**config.mk**
```make
export PLATFORM = sky130hd
export DESIGN_NAME = regfile_sb
export DESIGN_NICKNAME = d
export VERILOG_FILES = /design/src/rtl/regfile_sb.sv
export SDC_FILE = /design/constraint.sdc
export NUM_CORES = 2
export LEC_CHECK = 0
export ABC_CLOCK_PERIOD_IN_PS = 3200
export BUFFER_PORTS_ARGS = -buffer_cell sky130_fd_sc_hd__clkbuf_2
export CORE_MARGIN = 3
export CORE_UTILIZATION = 45
export DETAILED_ROUTE_END_ITERATION = 12
export RECOVER_POWER = 25
export REMOVE_ABC_BUFFERS = 1
export SYNTH_ARGS = -nofsm -noshare
export SYNTH_HDL_FRONTEND = slang
export SYNTH_SLANG_ARGS = --single-unit
```
**constraint.sdc**
```tcl
create_clock -name clk -period 3.2 [get_ports clk]
set_clock_uncertainty 0.1 [all_clocks]
set_input_delay 0.64 -clock clk [delete_from_list [all_inputs] [get_ports clk]]
set_output_delay 0.64 -clock clk [all_outputs]
set_load 0.05 [all_outputs]
```
**src/rtl/regfile_sb.sv**
```systemverilog
// regfile_sb: 2-write/NRD-read register file with write bypass and issue scoreboard (ports: clk/rst, commit_en, we/wa/wd x2, ra->rd/rrdy, iss_v/iss_a/flush->busy)
module regfile_sb #(
  parameter int XLEN = 32,
  parameter int NREG = 32,
  parameter int NRD  = 2,
  localparam int AW  = $clog2(NREG)
) (
  input  logic                clk,
  input  logic                rst,
  input  logic                commit_en,
  input  logic                we0,
  input  logic                we1,
  input  logic [AW-1:0]       wa0,
  input  logic [AW-1:0]       wa1,
  input  logic [XLEN-1:0]     wd0,
  input  logic [XLEN-1:0]     wd1,
  input  logic [NRD*AW-1:0]   ra,
  output logic [NRD*XLEN-1:0] rd,
  output logic [NRD-1:0]      rrdy,
  input  logic                iss_v,
  input  logic [AW-1:0]       iss_a,
  input  logic                flush,
  output logic [NREG-1:0]     busy
);
  logic [XLEN-1:0] r_mem [NREG];
  logic [NREG-1:0] r_busy;
  logic [NREG-1:0] w_busy_nxt;
  logic            w_we0, w_we1;
  assign w_we0 = we0 & commit_en & |wa0 & ~rst;
  assign w_we1 = we1 & commit_en & |wa1 & ~rst;
  assign busy  = r_busy;
  for (genvar g = 0; g < NREG; g++) begin : g_busy
    if (g == 0) begin : g_zero
      assign w_busy_nxt[g] = 1'b0;
    end else begin : g_reg
      assign w_busy_nxt[g] = (iss_v && iss_a == AW'(g)) |
        (r_busy[g] & ~((w_we0 && wa0 == AW'(g)) | (w_we1 && wa1 == AW'(g))));
    end
  end
  always_ff @(posedge clk) begin
    if (rst) begin
      for (int i = 0; i < NREG; i++) r_mem[i] <= '0;
      r_busy <= '0;
    end else begin
      if (w_we0) r_mem[wa0] <= wd0;
      if (w_we1) r_mem[wa1] <= wd1;
      r_busy <= flush ? '0 : w_busy_nxt;
    end
  end
  for (genvar k = 0; k < NRD; k++) begin : g_rd
    logic [AW-1:0] w_ra;
    logic          w_h0, w_h1;
    assign w_ra = ra[k*AW +: AW];
    assign w_h0 = w_we0 && wa0 == w_ra;
    assign w_h1 = w_we1 && wa1 == w_ra;
    assign rd[k*XLEN +: XLEN] = (w_ra == '0) ? '0 : w_h1 ? wd1 : w_h0 ? wd0 : r_mem[w_ra];
    assign rrdy[k] = (w_ra == '0) | ~r_busy[w_ra] | w_h0 | w_h1;
  end
endmodule

```
==> impl_metrics.json <==
{
  "seq_area_mm2": 0.0314,
  "synthMuxAreaShare": 0.221,
  "peakVddDrop_uv": 482,
  "clk_pin_slew_ps": 60,
  "first_pass_iters": 8,
  "synth-edff-count": 1024,
  "synth_cell_type_count": 63,
  "crit_fanout": 2,
  "dr_total_vias": 56700,
  "maxSlewViolCount": 29,
  "grt_overflow_total": 0,
  "cts_sinks": 1055,
  "multi_input_area_mm2": 0.0318,
  "place.gp.congestion": 0.993,
  "cp-end-kind": "primary output",
  "synthCells": 5301,
  "fin_crit_sh": 1.20,
  "final_common_cell": "nand2_1",
  "grt_pass1_vias": 54000,
  "maxSlewHeadroom": -0.447,
  "grt_use_total": 0.419,
  "ys_ff_latch": 1055,
  "violations": "max-capacitance violations, max-slew violations, negative setup slack",
  "fmax_mhz": 260,
  "clockBufferDepth": 3,
  "ctsHoldBuffers": 0,
  "antenna_left": 0,
  "rr_endpoint": "busy[20]$_SDFF_PP0_",
  "power_density_mw_per_mm2": 464,
  "synth_xor_area_frac": 0.00275,
  "synth_top_family_by_area": "multiplexers",
  "startpoint": "r_mem[23][0]$_DFFE_PP_",
  "crit_path_frequent_cell": "mux4_2",
  "synth_area_mm2": 0.0637,
  "yosysSeqAreaShare": 0.493,
  "synth_compound_area_frac": 0.139,
  "hold_path_end": "busy[24]$_SDFF_PP0_",
  "worstSetupPathType": "reg2out",
  "yosys_warnings": 0,
  "die_x_um": 382,
  "worstPathArrival_ps": 3100,
  "pin_count": 194,
  "hp-start": "iss_a[1]",
  "yosys.area_share.simple": 0.0940,
  "grt_antenna_before_repair": 10,
  "grt_pass1_wl_um": 426000,
  "drive_above_1_share": 0.360,
  "vias_per_cell": 7.40,
  "r2r_cells": 2,
  "worstPathRequired_ps": 2460,
  "min_path_type": "in2reg",
  "syn_area_per_cell_um2": 12.0,
  "coreArea_mm2": 0.140,
  "row_count": 137,
  "critical_path_buf_inv_count": 2,
  "fin_crit_ps": 3840,
  "worst_pin_slew_ps": 2170,
  "finalHoldViolations": 0,
  "crit_chain": "mux4_2 > mux4_2 > nor2b_4 > a311oi_2 > buf_4 > o21ai_4 > buf_8",
  "totalPowerFinal_mw": 37.2,
  "die-area_mm2": 0.146,
  "drt_wl_total_um": 314000,
  "nets": 5779,
  "cts_tree": "done",
  "grt_max_degree": 65,
  "maxCapViolCount": 2,
  "clock_latency_ps": 770,
  "outcome": "finished with violations",
  "rsz0062_at_grt": "true",
  "worst_slack_ps": -639,
  "fillCellCount": 11100,
  "synthArstFlopShare": 0,
  "cp_slowest_cell": "mux4_2",
  "setup_viol": 800,
  "die-height_um": 382,
  "htreeDepth": 3,
  "cpLargestDelayFamily": "multiplexers",
  "min_path_cells": 4,
  "post-route-drc-count": 0,
  "slowest_delay_ps": 530,
  "post-route-util": 0.573,
  "synth_flop_cell": "edfxtp_1",
  "p_leak_nw": 27.3,
  "start_kind": "flop",
  "numCtsBuffers": 119,
  "start_util": 0.455,
  "first_iter_violations": 11000,
  "synth_fa_ha_area_frac": 0,
  "root_buffer": "clkbuf_16",
  "mostFrequentLayoutCells": "nand2_1, edfxtp_1, mux4_2",
  "routedWlPerCell_um": 41.0,
  "dpl.hpwl_um": 198000,
  "r2r_setup_slack_ps": 2270,
  "portBuffers": 192,
  "worstReg2RegStart": "busy[20]$_SDFF_PP0_",
  "syn2layout_area_growth_pct": 26.1
}
-- Yosys cell counts (7+ instances only) --
cell      count  share of area
a211oi_1     13         0.0015
a21oi_1      74         0.0058
a221oi_1      9         0.0012
a22o_1      481          0.066
a22oi_1      80         0.0094
buf_1        74         0.0044
buf_2       117         0.0092
buf_4        54         0.0064
buf_6         7         0.0012
clkbuf_1    480          0.028
clkbuf_2      7        0.00055
dfxtp_1      31         0.0097
edfxtp_1   1024           0.48
mux2_2       33         0.0058
mux2i_1     129          0.020
mux4_2      551           0.19
nand2_1    1114          0.066
nand2b_1     56         0.0055
nand3_1      42         0.0033
nor2_1      131         0.0077
nor2b_1      20         0.0020
nor3_1       32         0.0025
o21ai_0     411          0.032
o21ai_1     142          0.011
o221ai_1     29         0.0040
o22ai_1      28         0.0028
or3_1        22         0.0022
xnor2_1      12         0.0017
xor2_1        8         0.0011
-- how the worst max path moves through the flow --
stage                             endpoint  slack, ps  cells after the start
floorplan           r_mem[17][0]$_DFFE_PP_      -2210                      4
global placement                    rd[44]      -1060                     10
detailed placement                  rd[44]      -1070                     10
CTS                                  rd[0]       -630                      7
global route                        rd[48]       -620                     14
finish                               rd[0]       -640                      7
-- where the power goes --
part,switching [mW],internal (mW)
logic,4.26,3.20
clock network,6.07,7.34
registers,0.459,15.9
-- metal layers --
metal	global-route usage	routed length [um]	vias up
li1	-	-	21200
met1	0.510	100000	27700
met2	0.576	129000	6265
met3	0.207	57900	1550
met4	0.297	27200	4
met5	0	57	-
-- sequential cells by signal, indices dropped and copies added, names as in the netlist --
name   count
busy      31
r_mem   1024
-- cell families after synthesis --
group / count (synthesis)
and+or+nand+nor: 1463
AOI/OAI and AO/OA: 1303
DFF: 1055
buffers and inverters: 746
muxes: 713
xor gates and xnor gates: 20
other: 1
-- worst reg2reg max path, delay by kind of cell (launching register included) --
kind	cells	cell delay, ps
AO/OA/AOI/OAI	2	330
flip-flops	1	430
-- per-stage QoR --
step	setup slack [ps]	area, um2	setup TNS [ps]	hold WS [ps]	cells
finish	-639	80300	-210500	189	7669
global route	-623	80300	-195900	224	7657
CTS	-628	80000	-24800	152	7639
detailed placement	-1070	72700	-76950	424	7331
global placement	-1060	72700	-63830	428	7331
floorplan	-2210	60600	-1719460	629	4594
-- timing repair --
| item | 4_1_cts | 5_1_grt |
|---|---|---|
| resized for setup | 518 | 160 |
| buffers inserted | 97 | 38 |
| endpoints found under the setup margin | 66 | 66 |
| gates cloned | 16 | 8 |
| pin swaps | 105 | 84 |
-- area by class of cell --
type,count,share of cell area
Antenna cell,12,0.000374
Clock buffer,139,0.0380
Clock inverter,80,0.00746
Inverter,7,0.000343
Multi-Input combinational cell,3532,0.396
Sequential cell,1055,0.391
Tap cell,1876,0.0292
Timing Repair Buffer,968,0.138
Power figures use the tool's default switching activity.
